==> src/rtl/jk_drv_pkg.sv <==
// jk_drv_pkg
//   Shared definitions for the JK bank driver: command opcodes and the
//   driver FSM state encoding.
package jk_drv_pkg;

  localparam logic [1:0] OP_LOAD   = 2'b00;
  localparam logic [1:0] OP_TOGGLE = 2'b01;
  localparam logic [1:0] OP_CLEAR  = 2'b10;
  localparam logic [1:0] OP_SET    = 2'b11;

  typedef enum logic [1:0] {
    IDLE  = 2'd0,
    DRIVE = 2'd1,
    WAIT  = 2'd2,
    RESP  = 2'd3
  } state_t;

endpackage

==> src/rtl/jk_bank_driver_excite.sv <==
// jk_excite
//   Combinational excitation generator. From the command opcode, the q
//   snapshot taken at accept time and the command data, produce the target
//   word and the J/K excitation that moves the bank from snap to target.
// Ports
//   op     in   2      command opcode (OP_LOAD/OP_TOGGLE/OP_CLEAR/OP_SET)
//   snap   in   WIDTH  bank q at accept time
//   data   in   WIDTH  LOAD value or bit mask
//   target out  WIDTH  word the bank must reach
//   j_nxt  out  WIDTH  J excitation for the drive cycle
//   k_nxt  out  WIDTH  K excitation for the drive cycle
module jk_excite
  import jk_drv_pkg::*;
#(
  parameter int WIDTH = 8
) (
  input  logic [1:0]       op,
  input  logic [WIDTH-1:0] snap,
  input  logic [WIDTH-1:0] data,
  output logic [WIDTH-1:0] target,
  output logic [WIDTH-1:0] j_nxt,
  output logic [WIDTH-1:0] k_nxt
);

  logic [WIDTH-1:0] diff;

  // Target word derived from the snapshot according to the opcode.
  always_comb begin
    target = data;
    case (op)
      OP_LOAD:   target = data;
      OP_TOGGLE: target = snap ^ data;
      OP_CLEAR:  target = snap & ~data;
      OP_SET:    target = snap | data;
      default:   target = data;
    endcase
  end

  assign diff = target ^ snap;

  // TOGGLE uses the JK toggle code (j=k=1) on masked bits. Every other op
  // only excites bits that actually change, as a set (10) or reset (01),
  // so j=k=1 can never appear outside TOGGLE.
  always_comb begin
    j_nxt = '0;
    k_nxt = '0;
    if (op == OP_TOGGLE) begin
      j_nxt = data;
      k_nxt = data;
    end else begin
      j_nxt = diff & target;
      k_nxt = diff & ~target;
    end
  end

endmodule

==> src/rtl/jk_bank_driver.sv <==
// jk_bank_driver
//   Command-driven initiator for an external bank of JK flip-flops. A command
//   is accepted in IDLE, a one-cycle J/K pulse is issued in DRIVE, WAIT
//   watches q_fb until it equals the target, and RESP holds the result until
//   the consumer takes it.
// Optional feature macro: JKDRV_TIMEOUT_EN
//   Defined   : WAIT gives up after TIMEOUT cycles and reports rsp_err=1.
//   Undefined : WAIT holds until a match; rsp_err is constant 0.
// Ports
//   clk        in   1      rising-edge clock
//   rst_n      in   1      synchronous active-low reset
//   cmd_valid  in   1      command present
//   cmd_ready  out  1      driver can accept a command (IDLE only)
//   cmd_op     in   2      00 LOAD, 01 TOGGLE, 10 CLEAR, 11 SET
//   cmd_data   in   WIDTH  LOAD value or bit mask
//   j          out  WIDTH  registered J drive
//   k          out  WIDTH  registered K drive
//   q_fb       in   WIDTH  bank Q outputs
//   rsp_valid  out  1      response present, held until rsp_ready
//   rsp_ready  in   1      response consumer ready
//   rsp_err    out  1      timeout before q_fb matched target
//   rsp_q      out  WIDTH  q_fb sampled on the match/timeout edge
module jk_bank_driver
  import jk_drv_pkg::*;
#(
  parameter int WIDTH = 8
`ifdef JKDRV_TIMEOUT_EN
  , parameter int TIMEOUT = 15
`endif
) (
  input  logic             clk,
  input  logic             rst_n,
  input  logic             cmd_valid,
  output logic             cmd_ready,
  input  logic [1:0]       cmd_op,
  input  logic [WIDTH-1:0] cmd_data,
  output logic [WIDTH-1:0] j,
  output logic [WIDTH-1:0] k,
  input  logic [WIDTH-1:0] q_fb,
  output logic             rsp_valid,
  input  logic             rsp_ready,
  output logic             rsp_err,
  output logic [WIDTH-1:0] rsp_q
);

  state_t           state, state_nxt;
  logic [WIDTH-1:0] target;
  logic [WIDTH-1:0] target_c, j_c, k_c;
  logic             accept, match, timeout_hit;

  assign cmd_ready = (state == IDLE);
  assign rsp_valid = (state == RESP);
  assign accept    = cmd_valid & cmd_ready;
  assign match     = (q_fb == target);

  // The snapshot is q_fb itself on the accept edge, so no separate snap
  // register is needed; only the derived target is kept.
  jk_excite #(.WIDTH(WIDTH)) u_excite (
    .op     (cmd_op),
    .snap   (q_fb),
    .data   (cmd_data),
    .target (target_c),
    .j_nxt  (j_c),
    .k_nxt  (k_c)
  );

`ifdef JKDRV_TIMEOUT_EN
  localparam int CW = $clog2(TIMEOUT + 1);
  logic [CW-1:0] wait_cnt;
  logic          rsp_err_r;

  assign timeout_hit = (wait_cnt == CW'(TIMEOUT - 1));
  assign rsp_err     = rsp_err_r;

  // Counts unmatched WAIT cycles; cleared while driving so each command
  // starts its timeout window fresh.
  always_ff @(posedge clk) begin
    if (!rst_n) begin
      wait_cnt  <= '0;
      rsp_err_r <= 1'b0;
    end else begin
      if (state == DRIVE) begin
        wait_cnt <= '0;
      end else if (state == WAIT && !match) begin
        wait_cnt <= wait_cnt + 1'b1;
      end
      // A match on the same edge as the timeout wins.
      if (state == WAIT) begin
        if (match) begin
          rsp_err_r <= 1'b0;
        end else if (timeout_hit) begin
          rsp_err_r <= 1'b1;
        end
      end
    end
  end
`else
  assign timeout_hit = 1'b0;
  assign rsp_err     = 1'b0;
`endif

  // State register.
  always_ff @(posedge clk) begin
    if (!rst_n) begin
      state <= IDLE;
    end else begin
      state <= state_nxt;
    end
  end

  // Next-state logic.
  always_comb begin
    state_nxt = state;
    case (state)
      IDLE:    if (accept) state_nxt = DRIVE;
      DRIVE:   state_nxt = WAIT;
      WAIT:    if (match || timeout_hit) state_nxt = RESP;
      RESP:    if (rsp_ready) state_nxt = IDLE;
      default: state_nxt = IDLE;
    endcase
  end

  // J/K are loaded only on the accept edge and cleared on every other edge,
  // which gives exactly one cycle of excitation (the DRIVE cycle).
  always_ff @(posedge clk) begin
    if (!rst_n) begin
      j      <= '0;
      k      <= '0;
      target <= '0;
      rsp_q  <= '0;
    end else begin
      j <= '0;
      k <= '0;
      if (accept) begin
        j      <= j_c;
        k      <= k_c;
        target <= target_c;
      end
      if (state == WAIT && (match || timeout_hit)) begin
        rsp_q <= q_fb;
      end
    end
  end

endmodule

==> config.mk <==
export PLATFORM = sky130hd
export DESIGN_NAME = jk_bank_driver
export DESIGN_NICKNAME = d
export VERILOG_FILES = /design/src/rtl/jk_drv_pkg.sv /design/src/rtl/jk_bank_driver_excite.sv /design/src/rtl/jk_bank_driver.sv
export SDC_FILE = /design/constraint.sdc
export NUM_CORES = 1
export LEC_CHECK = 0
export CORE_MARGIN = 2
export CORE_UTILIZATION = 49
export DETAILED_ROUTE_END_ITERATION = 12
export MAX_ROUTING_LAYER = met4
export PLACE_DENSITY = 0.9
export SLEW_MARGIN = 15
export SYNTH_ARGS = -nofsm -noshare
export SYNTH_HDL_FRONTEND = slang
export SYNTH_SLANG_ARGS = --single-unit
==> constraint.sdc <==
create_clock -name clk -period 1.85 [get_ports clk]
set_clock_uncertainty 0.1 [all_clocks]
set_input_delay 0.185 -clock clk [delete_from_list [all_inputs] [get_ports clk]]
set_output_delay 0.185 -clock clk [all_outputs]
set_load 0.1 [all_outputs]
==> results of run 1 <==
## metal layers
layer / vias to the layer above / track usage [%] / share of wire, % / wire length, um
met5: - / - / 0 / 0
met1: 859 / 27.1 / 41 / 2040
met4: 0 / 10.5 / 2.4 / 119
met3: 15 / 6.83 / 6.6 / 324
li1: 893 / - / - / -
met2: 70 / 43.1 / 50 / 2440
## sequential cells by signal, indices dropped and copies added, names as in the netlist
register / flops
j: 8
k: 8
rsp_q: 8
state: 2
target: 8
## worst reg2reg max path: cells and delay by family (launching register included)
kind	cells	cell delay, ns
simple gates	1	0.51
flops	1	0.42
buf+inv	2	0.16
compound gates	2	0.26
fa+ha+maj	1	0.17
## stage by stage
step                      cells  TNS [ns]  util [%]  hold WS [ns]
after global placement      344     -5.09      72.9         0.348
after global routing        353         0      76.6         0.180
after floorplan             218         0         -         0.227
after detailed placement    344     -6.07      72.9         0.348
after CTS                   353         0      75.9         0.260
final                       353         0      76.6         0.162
## report_power, final
group / total (W) / internal (W) / switching [W]
clock network: 0.000572 / 0.000300 / 0.000272
registers: 0.000858 / 0.000809 / 0.0000492
logic: 0.00121 / 0.000460 / 0.000747
total: 0.00264 / 0.00157 / 0.00107
## final cells by class
type | count | area, um^2
Inverter | 29 | 109
Timing Repair Buffer | 90 | 776
Multi-Input combinational cell | 144 | 1150
Fill cell | 255 | 876
Tap cell | 48 | 60.1
Clock inverter | 1 | 5.00
Sequential cell | 34 | 681
Clock buffer | 7 | 86.3
## cells by family after synthesis
| logic type | count (synthesis) | share of synthesized area [%] |
|---|---|---|
| other | 1 | 0.192 |
| adder cells (fa/ha/maj) | 20 | 12.8 |
| XOR/XNOR | 8 | 3.58 |
| buffers and inverters | 40 | 8.64 |
| AO/OA/AOI/OAI | 27 | 8.38 |
| flip-flops | 34 | 34.8 |
| AND/OR/NAND/NOR | 70 | 17.2 |
| multiplexers | 18 | 14.4 |
## what timing repair did
item / in CTS / in global routing
gates resized for setup: 11 / 12
hold buffers: 0 / 0
cloned: 0 / 0
endpoints found under the setup margin: 6 / 12
pin swaps: 3 / 4
setup buffers: 1 / 0
## worst max path at each step
stage	startpoint	end	slack [ns]	cells after the start
after floorplan	state[0]	j[0]	0.02	6
after global placement	cmd_data[0]	k[0]	-0.28	6
after detailed placement	cmd_data[0]	k[0]	-0.36	6
after CTS	q_fb[5]	k[5]	0.002	6
after global routing	q_fb[3]	k[3]	0.002	6
final	q_fb[3]	k[3]	0.05	6
## cell usage in the layout, fill, tap and decap left out
cell / instances
nand3_1: 19
dlygate4sd2_1: 6
clkdlybuf4s50_1: 8
o311a_1: 1
o22ai_1: 1
nand4_1: 2
nand2_1: 35
or3_4: 3
ha_2: 1
conb_1: 1
ha_1: 18
o211ai_1: 1
buf_12: 3
mux4_2: 8
mux2_2: 1
a21oi_1: 12
nor2_1: 2
mux2i_1: 9
or3_1: 5
buf_4: 66
clkbuf_1: 1
dlymetal6s2s_1: 7
clkinv_1: 1
ha_4: 1
a21oi_2: 4
or4_1: 1
inv_1: 17
clkinv_2: 1
or2b_2: 1
nor3_4: 1
clkbuf_8: 6
dfxtp_1: 34
and2b_1: 1
xnor2_1: 8
a21boi_1: 8
inv_2: 11
==> flow_summary.json, run 1 <==
{
  "status": "complete, no violations",
  "finalCriticalPeriod_ns": 1.80,
  "syn_inst": 218,
  "critPathMaxFanout": 2,
  "grt_pass1_wl_um": 8180,
  "worstPathArrival_ns": 1.92,
  "die_y_um": 67.2,
  "yosysMostFrequentCell": "nand2_1",
  "timing.rr.start": "state[1]",
  "final_layout_size_suffix_gt1_share_pct": 35.1,
  "io_buffer_count": 47,
  "syn_avg_cell_area_um2": 8.97,
  "drt-initial-drc-count": 112,
  "synth_nets": 260,
  "tritoncts": "done",
  "dr.pass1.iters": 4,
  "rsz0062_at_grt": "no",
  "power_w": 0.00264,
  "critPathKind": "primary input to flip-flop",
  "clock_path_buffers": 2,
  "max_stage_delay_ns": 0.50,
  "worst_setup_path_start_kind": "primary input",
  "grt_overflow": 0,
  "end_kind": "flip-flop",
  "core_um2": 3740,
  "min_from": "cmd_data[4]",
  "vias": 1837,
  "cts.sinks": 34,
  "path_cells": "clkdlybuf4s50_1 > inv_2 > ha_1 > mux4_2 > or3_1 > a21oi_1",
  "num_antenna_cells": 0,
  "initial_core_util_pct": 52.2,
  "synth_ff_type": "dfxtp_1",
  "r2r-end": "state[1]",
  "drc_errors": 0,
  "synth.top_cells.by_area": "dfxtp_1 35%, ha_1 13%, mux4_2 9.2%, nand2_1 6.7%, nand3_1 4.9%",
  "dp_hpwl_um": 3610,
  "antenna_found_initial": 0,
  "clk_pin_slew_ns": 0.06,
  "synth_edf_count": 0,
  "synth_commonest_cells": "35 x nand2_1, 34 x dfxtp_1, 20 x ha_1, 20 x inv_1, 19 x nand3_1",
  "hold_violations": 0,
  "avgRoutedWirePerCell_um": 13.9,
  "place_area_um2": 2730,
  "min_delay_worst_endpoint": "k[4]",
  "crit_slowest_cell": "clkdlybuf4s50_1",
  "grt_pass1_vias": 1818,
  "max_freq_ghz": 0.555,
  "power_density_nw_per_um2": 920,
  "hp-class": "primary input to flip-flop",
  "cp_data_required_time_ns": 1.97,
  "gp_congestion": 0.823,
  "yosys.area.top_type_share_pct": 34.8,
  "hold_depth": 3,
  "synth.distinct_cells": 28,
  "grt_use_total_pct": 25.0,
  "synth_async_sr_flop_share_pct": 0,
  "setup_violations": 0,
  "regToRegSetupSlack_ns": 0.15,
  "cts_buffers": 5,
  "die_w_um": 67.2,
  "leakagePower_nw": 1.35,
  "seq_area_frac_synth_pct": 34.8,
  "ys_warn_count": 0,
  "ys_seq_elements": 34,
  "finalCritPeriodShare_pct": 97.4,
  "io_pins": 49,
  "drv_cap": 0,
  "slew_viol_final": 0,
  "clk_latency_ns": 0.30,
  "dieArea_um2": 4510,
  "area_growth_syn_to_layout_pct": 46.6,
  "setup_slack_ns": 0.0487,
  "cp_num_buf_inv": 2,
  "final_net_count": 346,
  "grt_max_degree": 19,
  "pre_cts_ws_ns": -0.360,
  "viasPerCell": 5.20,
  "irDropWorstVdd_mv": 0.615,
  "yosys.area.top_type": "dfxtp_1",
  "wl_um": 4920,
  "num_rows": 22,
  "netlist_area_um2": 1960,
  "cp_top_family": "buffers and inverters",
  "rr_worst_depth": 6,
  "htree_levels": 2,
  "ant_nets": 0,
  "cts-root-buf": "clkbuf_8",
  "final_area_um2": 2870
}
(Power assumes the default switching activity.)
==> inputs of run 2 (changes only) <==
- CORE_ASPECT_RATIO: unset -> 0.8
==> run 2 against run 1 <==
Global-route usage fell by 1.3 points. Core utilization fell by 1.9 points. Clock-buffer cell count fell by 2. Final area fell by 0.92%.
==> flow_summary.json, run 2 (same netlist as run 1, synthesis figures left out) <==
{
  "io_buffer_count": 47,
  "grt_pass1_vias": 1809,
  "fin_tns_setup_ns": 0,
  "final-seq-area_um2": 681,
  "crit_slowest_cell": "clkdlybuf4s50_1",
  "worst_setup_path_start_kind": "primary input",
  "wl_um": 4670,
  "cp_top_family": "buffers and inverters",
  "clk_latency_ns": 0.29,
  "worst_hold_slack_ns": 0.135,
  "path_cells": "clkdlybuf4s50_1 > inv_2 > ha_1 > mux4_2 > or3_4 > a21oi_2",
  "slew-limit-headroom_pct": 66.0,
  "end_kind": "flip-flop",
  "pre_cts_ws_ns": -0.333,
  "tightest_slew_ns": 0.511,
  "multi_input_area_um2": 1140,
  "grt_pass1_wl_um": 7730,
  "die_w_um": 74.6,
  "regToRegSetupSlack_ns": 0.10,
  "hp-class": "primary input to flip-flop",
  "antenna_found_initial": 0,
  "hold_violations": 0,
  "grtUsageMet1_pct": 25.7,
  "grt_max_degree": 17,
  "final_area_um2": 2840,
  "viasPerCell": 5.17,
  "layout_common_cells": "65 x buf_4, 35 x nand2_1, 34 x dfxtp_1",
  "critPathKind": "primary input to flip-flop",
  "place_area_um2": 2710,
  "die_y_um": 60.5,
  "busiest_layer": "met2",
  "cts-root-buf": "clkbuf_8",
  "initial_core_util_pct": 51.4,
  "grtUsageMet2_pct": 40.6,
  "area_growth_syn_to_layout_pct": 45.3,
  "avgRoutedWirePerCell_um": 13.1,
  "setup_violations": 0,
  "clock_path_buffers": 2,
  "critPathMaxFanout": 3,
  "drv_cap": 0,
  "max_freq_ghz": 0.551,
  "num_antenna_cells": 0,
  "core_um2": 3800,
  "min_from": "cmd_data[5]",
  "tritoncts": "done",
  "grt_use_met3_pct": 5.65,
  "final_net_count": 344,
  "cp_num_buf_inv": 2,
  "drt-initial-drc-count": 73,
  "power_density_nw_per_um2": 907,
  "grt_overflow": 0,
  "timing.rr.start": "state[0]",
  "slew_viol_final": 0,
  "irDropWorstVdd_mv": 0.453,
  "ant_nets": 0,
  "max_stage_delay_ns": 0.50,
  "finalCriticalPeriod_ns": 1.81,
  "rr_worst_depth": 6,
  "gp_congestion": 0.811,
  "drc_errors": 0,
  "cp_data_required_time_ns": 1.98,
  "clk_pin_slew_ns": 0.07,
  "grt_use_total_pct": 23.7,
  "cts.sinks": 34,
  "num-fill-cells": 273,
  "dr.pass1.iters": 5,
  "final_cells": 357,
  "setup_slack_ns": 0.0361,
  "dieArea_um2": 4520,
  "num_rows": 20,
  "min_delay_worst_endpoint": "k[5]",
  "hold_depth": 3,
  "vias": 1847,
  "status": "complete, no violations",
  "place_inst": 349,
  "io_pins": 49,
  "worstPathArrival_ns": 1.94,
  "finalCritPeriodShare_pct": 98.0,
  "leakagePower_nw": 1.37,
  "dp_hpwl_um": 3560,
  "final_layout_size_suffix_gt1_share_pct": 34.8,
  "cts_buffers": 5,
  "final_common_cell": "buf_4",
  "htree_levels": 2,
  "r2r-end": "state[1]"
}
run 2: cell types whose count changed in the layout (fill, tap and decap cells not counted), moves of 2 or more:
cell            previous run  this run
dlymetal6s2s_1             7        11
dlygate4sd2_1              6         3
inv_1                     17        15
inv_2                     11        13
run 2: worst max-delay path by stage:
stage            to  cells after the start        start
2_1_floorplan  j[0]                      6     state[0]
3_3_place_gp   k[1]                      6  cmd_data[1]
3_5_place_dp   k[2]                      6  cmd_data[2]
4_1_cts        k[1]                      6      q_fb[1]
5_1_grt        k[3]                      6      q_fb[3]
6_report       k[3]                      6      q_fb[3]
run 2: tightest hold or removal path: stages:
cell and delay [ns]:
dlymetal6s2s_1 0.14, nand2_1 0.08, a21oi_1 0.06
run 2: repair_timing:
item | 4_1_cts | 5_1_grt
setup endpoints to repair | 3 | 13
buffers inserted | 0 | 1
cloned | 0 | 0
hold buffers | 0 | 0
resized for setup | 4 | 20
pin swaps | 0 | 6
run 2: layer usage:
metal	share of wire [%]	wire, um	vias to the layer above
met3	4.9	228	12
met1	42	1960	884
met4	2.7	125	0
met5	0	0	-
met2	50	2350	59
li1	-	-	892
run 2: final cells by class:
| type | count | share of cell area (%) |
|---|---|---|
| clock buffers | 5 | 2.42 |
| repair buffers | 88 | 26.8 |
| well taps | 55 | 2.42 |
| flip-flops and latches | 34 | 24.0 |
| clock inverters | 2 | 0.352 |
| inverters | 29 | 3.83 |
| multi-input cells | 144 | 40.2 |
run 2: metrics by stage:
stage                     power (W)  util, %
after floorplan             0.00169        -
after global placement      0.00203     71.3
after detailed placement    0.00206     71.3
after CTS                   0.00258     73.2
after global routing        0.00272     74.7
final                       0.00258     74.7
run 2: power breakdown:
part	switching [W]	internal, W
combinational	0.000736	0.000464
sequential	0.0000467	0.000809
clock	0.000267	0.000252
total	0.00105	0.00153
==> inputs of run 3 (changes only) <==
- CELL_PAD_IN_SITES_DETAIL_PLACEMENT: unset -> 1
- CELL_PAD_IN_SITES_GLOBAL_PLACEMENT: unset -> 2
- CORE_UTILIZATION: 49 -> 29
- GPL_TIMING_DRIVEN: unset -> 0
- PLACE_DENSITY: 0.9 -> 0.89
==> run 3 against run 2 <==
Critical path type is now flip-flop to output pin. Critical endpoint is now rsp_q[2]. Non-clock buffer count decreased by 23. Sequential power about the same. Via count decreased by 6.4%. Cell count is 1.7% higher. Global-route usage decreased by 7.9 points.
==> flow_summary.json, run 3 (same netlist as run 1, synthesis figures left out) <==
{
  "final_cells": 363,
  "tightest_slew_ns": 0.965,
  "irDropWorstVdd_mv": 0.315,
  "initial_core_util_pct": 30.4,
  "num_antenna_cells": 0,
  "layout_common_cells": "37 x dlygate4sd2_1, 35 x nand2_1, 34 x dfxtp_1",
  "antenna_found_initial": 0,
  "worstPathArrival_ns": 1.51,
  "clk_latency_ns": 0.29,
  "grt_pass1_wl_um": 8790,
  "critPathMaxFanout": 2,
  "grtUsageMet2_pct": 25.2,
  "wl_um": 5200,
  "worst_hold_slack_ns": 0.135,
  "ctsHoldBuffers": 0,
  "area_growth_syn_to_layout_pct": 38.4,
  "cp_num_buf_inv": 1,
  "htree_levels": 2,
  "startpoint": "rsp_q[2]",
  "grt_max_degree": 11,
  "final_core_util_pct": 42.0,
  "finalCriticalPeriod_ns": 1.79,
  "dr.pass1.iters": 4,
  "gp_congestion": 0.771,
  "dieArea_um2": 7420,
  "cp_top_family": "buffers and inverters",
  "setup_violations": 0,
  "drv_cap": 0,
  "final_common_cell": "dlygate4sd2_1",
  "crit_slowest_cell": "dlygate4sd2_1",
  "cp_data_required_time_ns": 1.56,
  "busiest_layer": "met2",
  "num-fill-cells": 755,
  "worst_setup_path_start_kind": "flip-flop",
  "final_layout_size_suffix_gt1_share_pct": 17.9,
  "critPathKind": "flip-flop to output pin",
  "ant_nets": 0,
  "slew-limit-headroom_pct": 35.9,
  "grt_overflow": 0,
  "hold_violations": 0,
  "place_inst": 347,
  "viasPerCell": 4.76,
  "drt-initial-drc-count": 34,
  "leakagePower_nw": 1.25,
  "slew_viol_final": 0,
  "avgRoutedWirePerCell_um": 14.3,
  "cts.sinks": 34,
  "rsz0062_at_grt": "no",
  "cts_buffers": 5,
  "min_from": "cmd_data[3]",
  "core_um2": 6440,
  "final_net_count": 321,
  "drc_errors": 0,
  "die_y_um": 77.5,
  "hp-class": "primary input to flip-flop",
  "setup_slack_ns": 0.0554,
  "tritoncts": "done",
  "max_freq_ghz": 0.557,
  "end_kind": "output pin",
  "grt_pass1_vias": 1871,
  "die_w_um": 95.8,
  "status": "complete, no violations",
  "num_rows": 26,
  "max_stage_delay_ns": 0.86,
  "finalCritPeriodShare_pct": 97.0,
  "io_buffer_count": 45,
  "dp_hpwl_um": 3890,
  "pre_cts_ws_ns": -0.486,
  "power_density_nw_per_um2": 981,
  "vias": 1729,
  "clock_path_buffers": 2,
  "clk_pin_slew_ns": 0.07,
  "grtUsageMet1_pct": 19.5,
  "path_cells": "dlygate4sd2_1",
  "grt_use_met3_pct": 3.79,
  "grt_use_total_pct": 15.8,
  "timing.rr.start": "state[0]",
  "io_pins": 49,
  "cts-root-buf": "clkbuf_8"
}
[run 3: changes by cell type in the layout (fill, tap and decap cells not counted), moves of 4 or more]
| cell | change |
|---|---|
| dlymetal6s2s_1 | -8 |
| clkbuf_1 | +5 |
| inv_1 | +5 |
| clkdlybuf4s50_1 | -4 |
| dlygate4sd2_1 | +34 |
| inv_2 | -5 |
| buf_4 | -55 |
[run 3: area by class of cell]
class                           count  area [um^2]  share of cell area [%]
Sequential cell                    34          681                    25.2
Clock buffer                        6         82.6                    3.05
Tap cell                           84          105                    3.88
Clock inverter                      1         30.0                    1.11
Timing Repair Buffer               54          480                    17.8
Multi-Input combinational cell    144         1150                    42.6
Inverter                           29          109                    4.02
Buffer                             11         65.1                    2.40
[run 3: through the flow]
| step | TNS, ns | area, um^2 | total power (W) |
|---|---|---|---|
| after CTS | 0 | 2660 | 0.00267 |
| final | 0 | 2710 | 0.00266 |
| after global routing | 0 | 2710 | 0.00281 |
| after global placement | -9.90 | 2530 | 0.00192 |
| after detailed placement | -11.21 | 2530 | 0.00194 |
| after floorplan | 0 | 1970 | 0.00169 |
[run 3: metal layers]
layer	wire length, um	share of wire [%]	up-vias
li1	-	-	851
met1	2390	46	840
met2	2540	49	33
met3	202	3.9	5
met4	65	1.3	0
met5	0	0	-
[run 3: path summary, 6_finish.rpt]
path | to | slack [ns] | cells after the start
worst max register to register | j[6] | 0.20 | 6
worst max-delay path | rsp_q[2] | 0.06 | 1
worst min register to register | rsp_q[4] | 0.36 | 2
worst min-delay path | k[3] | 0.13 | 3
[run 3: report_power, final]
group / leakage, nW / internal (W) / switching, W
logic: 0.921 / 0.000349 / 0.000731
registers: 0.276 / 0.000808 / 0.0000461
clock network: 0.0573 / 0.000431 / 0.000290
[run 3: timing repair]
action,4_1_cts,5_1_grt
setup endpoints to repair,47,21
gates resized for setup,47,11
setup buffers,7,2
pin swaps,2,1
==> patch 1: new RTL, config.mk and constraints of run 3 <==
`WIDTH` is set to 8 in 2 places; all go to 6.
--- a/src/rtl/jk_bank_driver_excite.sv
+++ b/src/rtl/jk_bank_driver_excite.sv
@@ -12,7 +12,7 @@
 module jk_excite
   import jk_drv_pkg::*;
 #(
-  parameter int WIDTH = 8
+  parameter int WIDTH = 6
 ) (
   input  logic [1:0]       op,
   input  logic [WIDTH-1:0] snap,
--- a/src/rtl/jk_bank_driver.sv
+++ b/src/rtl/jk_bank_driver.sv
@@ -23,7 +23,7 @@
 module jk_bank_driver
   import jk_drv_pkg::*;
 #(
-  parameter int WIDTH = 8
+  parameter int WIDTH = 6
 `ifdef JKDRV_TIMEOUT_EN
   , parameter int TIMEOUT = 15
 `endif
Interface: changed (5 resized); port bits go from 49 to 39. No check against the original RTL was run, so the function may have changed too.
==> patch 1 against run 3 <==
Global-route usage down 0.42 points; core utilization is 2.8 points lower; wire length down 25%; power decreased by 26%; critical path depth increased by 2; register-to-register slack lost 30 ps; setup slack improved by 36 ps; die area shrank 23%; final cell count shrank 25%; sequential cell count fell by 8; synthesized area down 24%; design area decreased by 28%; critical path type unchanged; largest power group unchanged.
==> patch 1: results (changes against run 3) <==
The number of fill cells in the layout came out at 621 (-18%). The number of I/O port buffers was 34 (-24%). The TritonCTS buffer count came out at 3 (-2).

The proportion of final cell area spent on non-clock buffers was 0.196 (-0.00567). The critical path's largest stage delay came to 550 ps (-310 ps). The global-route wire length before repair came to 6780 um (-23%). The slew at the pin with the worst max-slew slack came out at 981 ps (+16.0 ps). The number of cells upsized or downsized after cts is 38 (-19%). The number of setup buffers added after CTS is 3 (-4).

The slowest stage of the critical path is the sky130_fd_sc_hd__clkdlybuf4s15_2 cell. For hold timing, the worst endpoint is rsp_q[1]$_SDFFE_PN0P_. The part of the power in combinational logic came out at 0.487 (+0.080). The top fanout value on the critical path came to 4 (+2).

The met3 layer usage reported by global route was 0.0326 (-0.00529). The met3 wire length is 174 um (-14%). The placed wire-length estimate after detailed placement is 2950 um (-24%).

The post-place setup slack came out at -469 ps (+17.8 ps). By count the netlist is led by sky130_fd_sc_hd__dfxtp_1, sky130_fd_sc_hd__a21oi_1, sky130_fd_sc_hd__nand3_1. The sequential group share of total power is 0.341 (+0.019).

The net count after synthesis came out at 206 (-21%). The flip-flop and latch power is 0.666 mW (-22%). The startpoint identified for the worst hold timing path is q_fb[1]. The mean routed wirelength per cell is 14.3 um (-0.12%).

The share of final layout cell area taken by clock buffers and inverters is 0.0211 (-0.0205). The total wire length after detailed routing came to 3920 um (-25%). The run finished with clean final reports. The total of plain and repair buffers excluding clock buffers is 47 (-28%). The number of multi-input combinational cells was 112 (-22%). The worst endpoint data arrival time is 1470 ps (-40 ps). The wire length on met2 came to 1950 um (-23%). The worst voltage drop across the vdd grid is 0.00108 V (+240%).

The fraction of layout instances using a drive strength above 1 came out at 0.146 (-0.0330). The layout inverter count without the clock tree came to 24 (-17%). The cell area reported after detailed placement is 1920 sq um (-24%).

Yosys attributes the largest share of cell area to sky130_fd_sc_hd__dfxtp_1, sky130_fd_sc_hd__ha_1, sky130_fd_sc_hd__mux4_2, sky130_fd_sc_hd__a21oi_1, sky130_fd_sc_hd__nand3_1. The number of sinks handled by clock tree synthesis is 26 (-24%). The routed metal-1 wirelength is 1730 um (-28%). The met2 capacity usage during global routing is 0.278 (+0.0260). The combined area of all synthesized cells is 1490 sq um (-24%). The via count normalized by instance count came out at 4.92 (+3.2%). The endpoint identified for the worst register-to-register timing path is state[1]$_SDFFE_PN0P_. The clock-pin slew on the worst setup and hold paths is 100 ps (+30 ps). The first-iteration detailed-routing DRC count came out at 30 (-12%).

The worst setup path endpoint is cmd_ready. The proportion of cell area occupied by registers is 0.266 (+0.0148). The storage element area came out at 520 sq um (-24%). The path depth of the worst reg2reg path was 7 (+1). The met1 track demand over resource in global routing came to 0.178 (-0.0173). The final worst-path setup slack came out at 91.2 ps (+35.8 ps).
## patch 1: changes by cell type after synthesis, moves of 2 or more
cell	delta
sky130_fd_sc_hd__nand2_1	-19
sky130_fd_sc_hd__a21oi_1	+9
sky130_fd_sc_hd__a21boi_1	-8
sky130_fd_sc_hd__dfxtp_1	-8
sky130_fd_sc_hd__mux2i_1	-8
sky130_fd_sc_hd__o21ai_0	+6
sky130_fd_sc_hd__ha_1	-4
sky130_fd_sc_hd__inv_1	-4
sky130_fd_sc_hd__mux4_2	-2
sky130_fd_sc_hd__nor2_1	-2
sky130_fd_sc_hd__or3_1	-2
sky130_fd_sc_hd__xnor2_1	-2
## patch 1: cell families after synthesis
group,after synthesis,synth area share
and+or+nand+nor,47,0.158
AOI/OAI and AO/OA,35,0.125
buffers and inverters,34,0.0982
DFF,26,0.349
adders and majority gates,16,0.134
muxes,7,0.0974
xor gates and xnor gates,6,0.0353
other,1,0.00252
==> patch 2: new RTL, config.mk and constraints of run 3 <==
Without the edit above. Re-encode `state_t` (4 states) as one-hot, 4 bits wide.
--- a/src/rtl/jk_drv_pkg.sv
+++ b/src/rtl/jk_drv_pkg.sv
@@ -8,11 +8,11 @@
   localparam logic [1:0] OP_CLEAR  = 2'b10;
   localparam logic [1:0] OP_SET    = 2'b11;
 
-  typedef enum logic [1:0] {
-    IDLE  = 2'd0,
-    DRIVE = 2'd1,
-    WAIT  = 2'd2,
-    RESP  = 2'd3
+  typedef enum logic [3:0] {
+    IDLE  = 4'b0001,
+    DRIVE = 4'b0010,
+    WAIT  = 4'b0100,
+    RESP  = 4'b1000
   } state_t;
 
 endpackage
Behaviour: no difference found for any inputs over 10 cycles, from zero or initial values and one cycle with rst_n low; not proved beyond that.
==> patch 2 against run 3 <==
Synthesized area up 1.5%; final cell count up 0.83%; register-to-register slack worse by 70 ps; wire length up 9.6%; sequential share of layout area up 1.8 points; sequential cell count up 2; maximum frequency about the same; sequential power up 13%; power up 6.3%; setup slack better by 0.58 ps; synthesized cell count up 2.8%; design area down 0.74%; count of clock-buffer cells in the layout unchanged; critical endpoint is now rsp_q[6].
==> patch 2: results (changes against run 3) <==
The worst register-to-register path ends at j[2]$_SDFF_PN0_. The met3 wire length came out at 283 um (+40%). The net total in the final layout came out at 319 (-0.62%).

The run finished with clean final reports. The met3 layer usage reported by global route was 0.0403 (+0.00244). The sequential share of the synthesized area was 0.363 (+0.0149).

The number of fill cells in the layout came out at 786 (+4.1%). The reported leakage power was 1.33 nW (+6.0%). The flip-flop and latch power came out at 0.965 mW (+13%). The via count of the first global-routing pass came to 1,790 (-4.3%). In the synthesized netlist, the cells that appear most often are sky130_fd_sc_hd__dfxtp_1, sky130_fd_sc_hd__nand2_1, sky130_fd_sc_hd__inv_1.

The cell area reported after detailed placement came out at 2540 sq um (+0.64%). The number of warnings issued by yosys is 0 (unchanged). The worst slew margin relative to its limit came out at 0.356 (-0.00338). The fraction of layout instances using a drive strength above 1 is 0.124 (-0.0551).

The routed metal-1 wirelength came out at 2640 um (+10%). The first-iteration detailed-routing DRC count was 55 (+62%). In this run the most critical hold path is launched from cmd_data[7].

The wire length on met2 is 2710 um (+6.8%). The initial antenna violation count came out at 0 (unchanged). The fraction of the mapped netlist area in compound gates came to 0.0933 (+0.00944). The global-route wire length before repair is 8750 um (-0.47%). The combined global-route utilization of all metal layers was 0.159 (+0.000763).

The mean routed wirelength per cell was 15.6 um (+8.7%). In this run the critical register-to-register path is launched from state[1]$_SDFFE_PN0P_. The clock-pin slew on the worst setup and hold paths came out at 80 ps. The placed wire-length estimate after detailed placement is 4140 um (+6.5%). The combinational group power came to 1.15 mW (+6%). The worst voltage drop across the vdd grid was 0.000693 V (+120%). The net count after synthesis is 262 (+0.77%). The met2 capacity usage during global routing is 0.247 (-0.00453). The top fanout value on the critical path came out at 2 (unchanged).

The path depth of the worst reg2reg path is 5 (-1). The worst setup path endpoint is rsp_q[6]. The setup slack on the worst flop-to-flop path was 130 ps (-70 ps). The net switching power came out at 1.15 mW (+8.0%).

The most critical setup path has its startpoint at rsp_q[6]$_SDFFE_PN0P_. The via count normalized by instance count is 4.89 (+2.7%). The xor and xnor area share after synthesis came out at 0.0397 (+0.00387). The count of distinct cell types in the synthesized netlist came out at 29 (+3.6%). The number of I/O port buffers came to 44 (-2.2%). The final weighted congestion in routability-driven placement is 0.763 (-0.96%). The mux contribution to synthesized area is 0.131 (-0.0129). The fraction of the mapped netlist area in adder cells is 0.101 (-0.0271).

The met1 track demand over resource in global routing came to 0.205 (+0.00969). By area the synthesized netlist is led by sky130_fd_sc_hd__dfxtp_1, sky130_fd_sc_hd__ha_1, sky130_fd_sc_hd__mux4_2, sky130_fd_sc_hd__nand2_1, sky130_fd_sc_hd__inv_1.
[patch 2: changes by cell type after synthesis, sizes merged, moves of 3 or more]
cell	delta
ha	-4
xor2	+9
inv	-3
buf	+3
nand2b	+3
o21ai	+5
xnor2	-8
[patch 2: worst min path at each step]
stage / to / slack (ps)
final: k[7]$_SDFF_PN0_ / 110
after global routing: j[7]$_SDFF_PN0_ / 130
after global placement: rsp_q[2]$_SDFFE_PN0P_ / 350
after detailed placement: rsp_q[4]$_SDFFE_PN0P_ / 370
after CTS: k[2]$_SDFF_PN0_ / 220
after floorplan: rsp_q[0]$_SDFFE_PN0P_ / 220
[patch 2: cell type report]
type	count	share of cell area
tap	84	0.0391
inverter	25	0.0349
clock inverter	2	0.0130
buffer	12	0.0275
sequential	36	0.269
timing repair buffer	51	0.170
multi-input combinational	150	0.419
clock buffer	6	0.0270
[patch 2: cells by family (layout without fill, tap and decap cells)]
group                      after synthesis  after routing
other                                    1              1
and+or+nand+nor                         76             76
DFF                                     36             36
buffers and inverters                   38             96
xor gates and xnor gates                 9              9
adders and majority gates               16             16
muxes                                   16             16
AOI/OAI and AO/OA                       32             32
[patch 2: repair_timing]
action                     4_1_cts  5_1_grt
setup endpoints to repair       42       18
hold buffers                     0        0
pin swaps                        0        1
resized for setup               54       11
setup buffers                    4        3
[patch 2: metrics by stage]
stage,power [mW],setup slack [ps],setup TNS (ps),std cells,utilization
CTS,2.76,-162,-162,364,0.407
finish,2.82,56.0,0,366,0.413
global route,2.97,14.0,0,366,0.413
detailed placement,2.02,-851,-10390,352,0.391
floorplan,1.72,68.1,0,224,-
global placement,1.99,-815,-9500,352,0.391
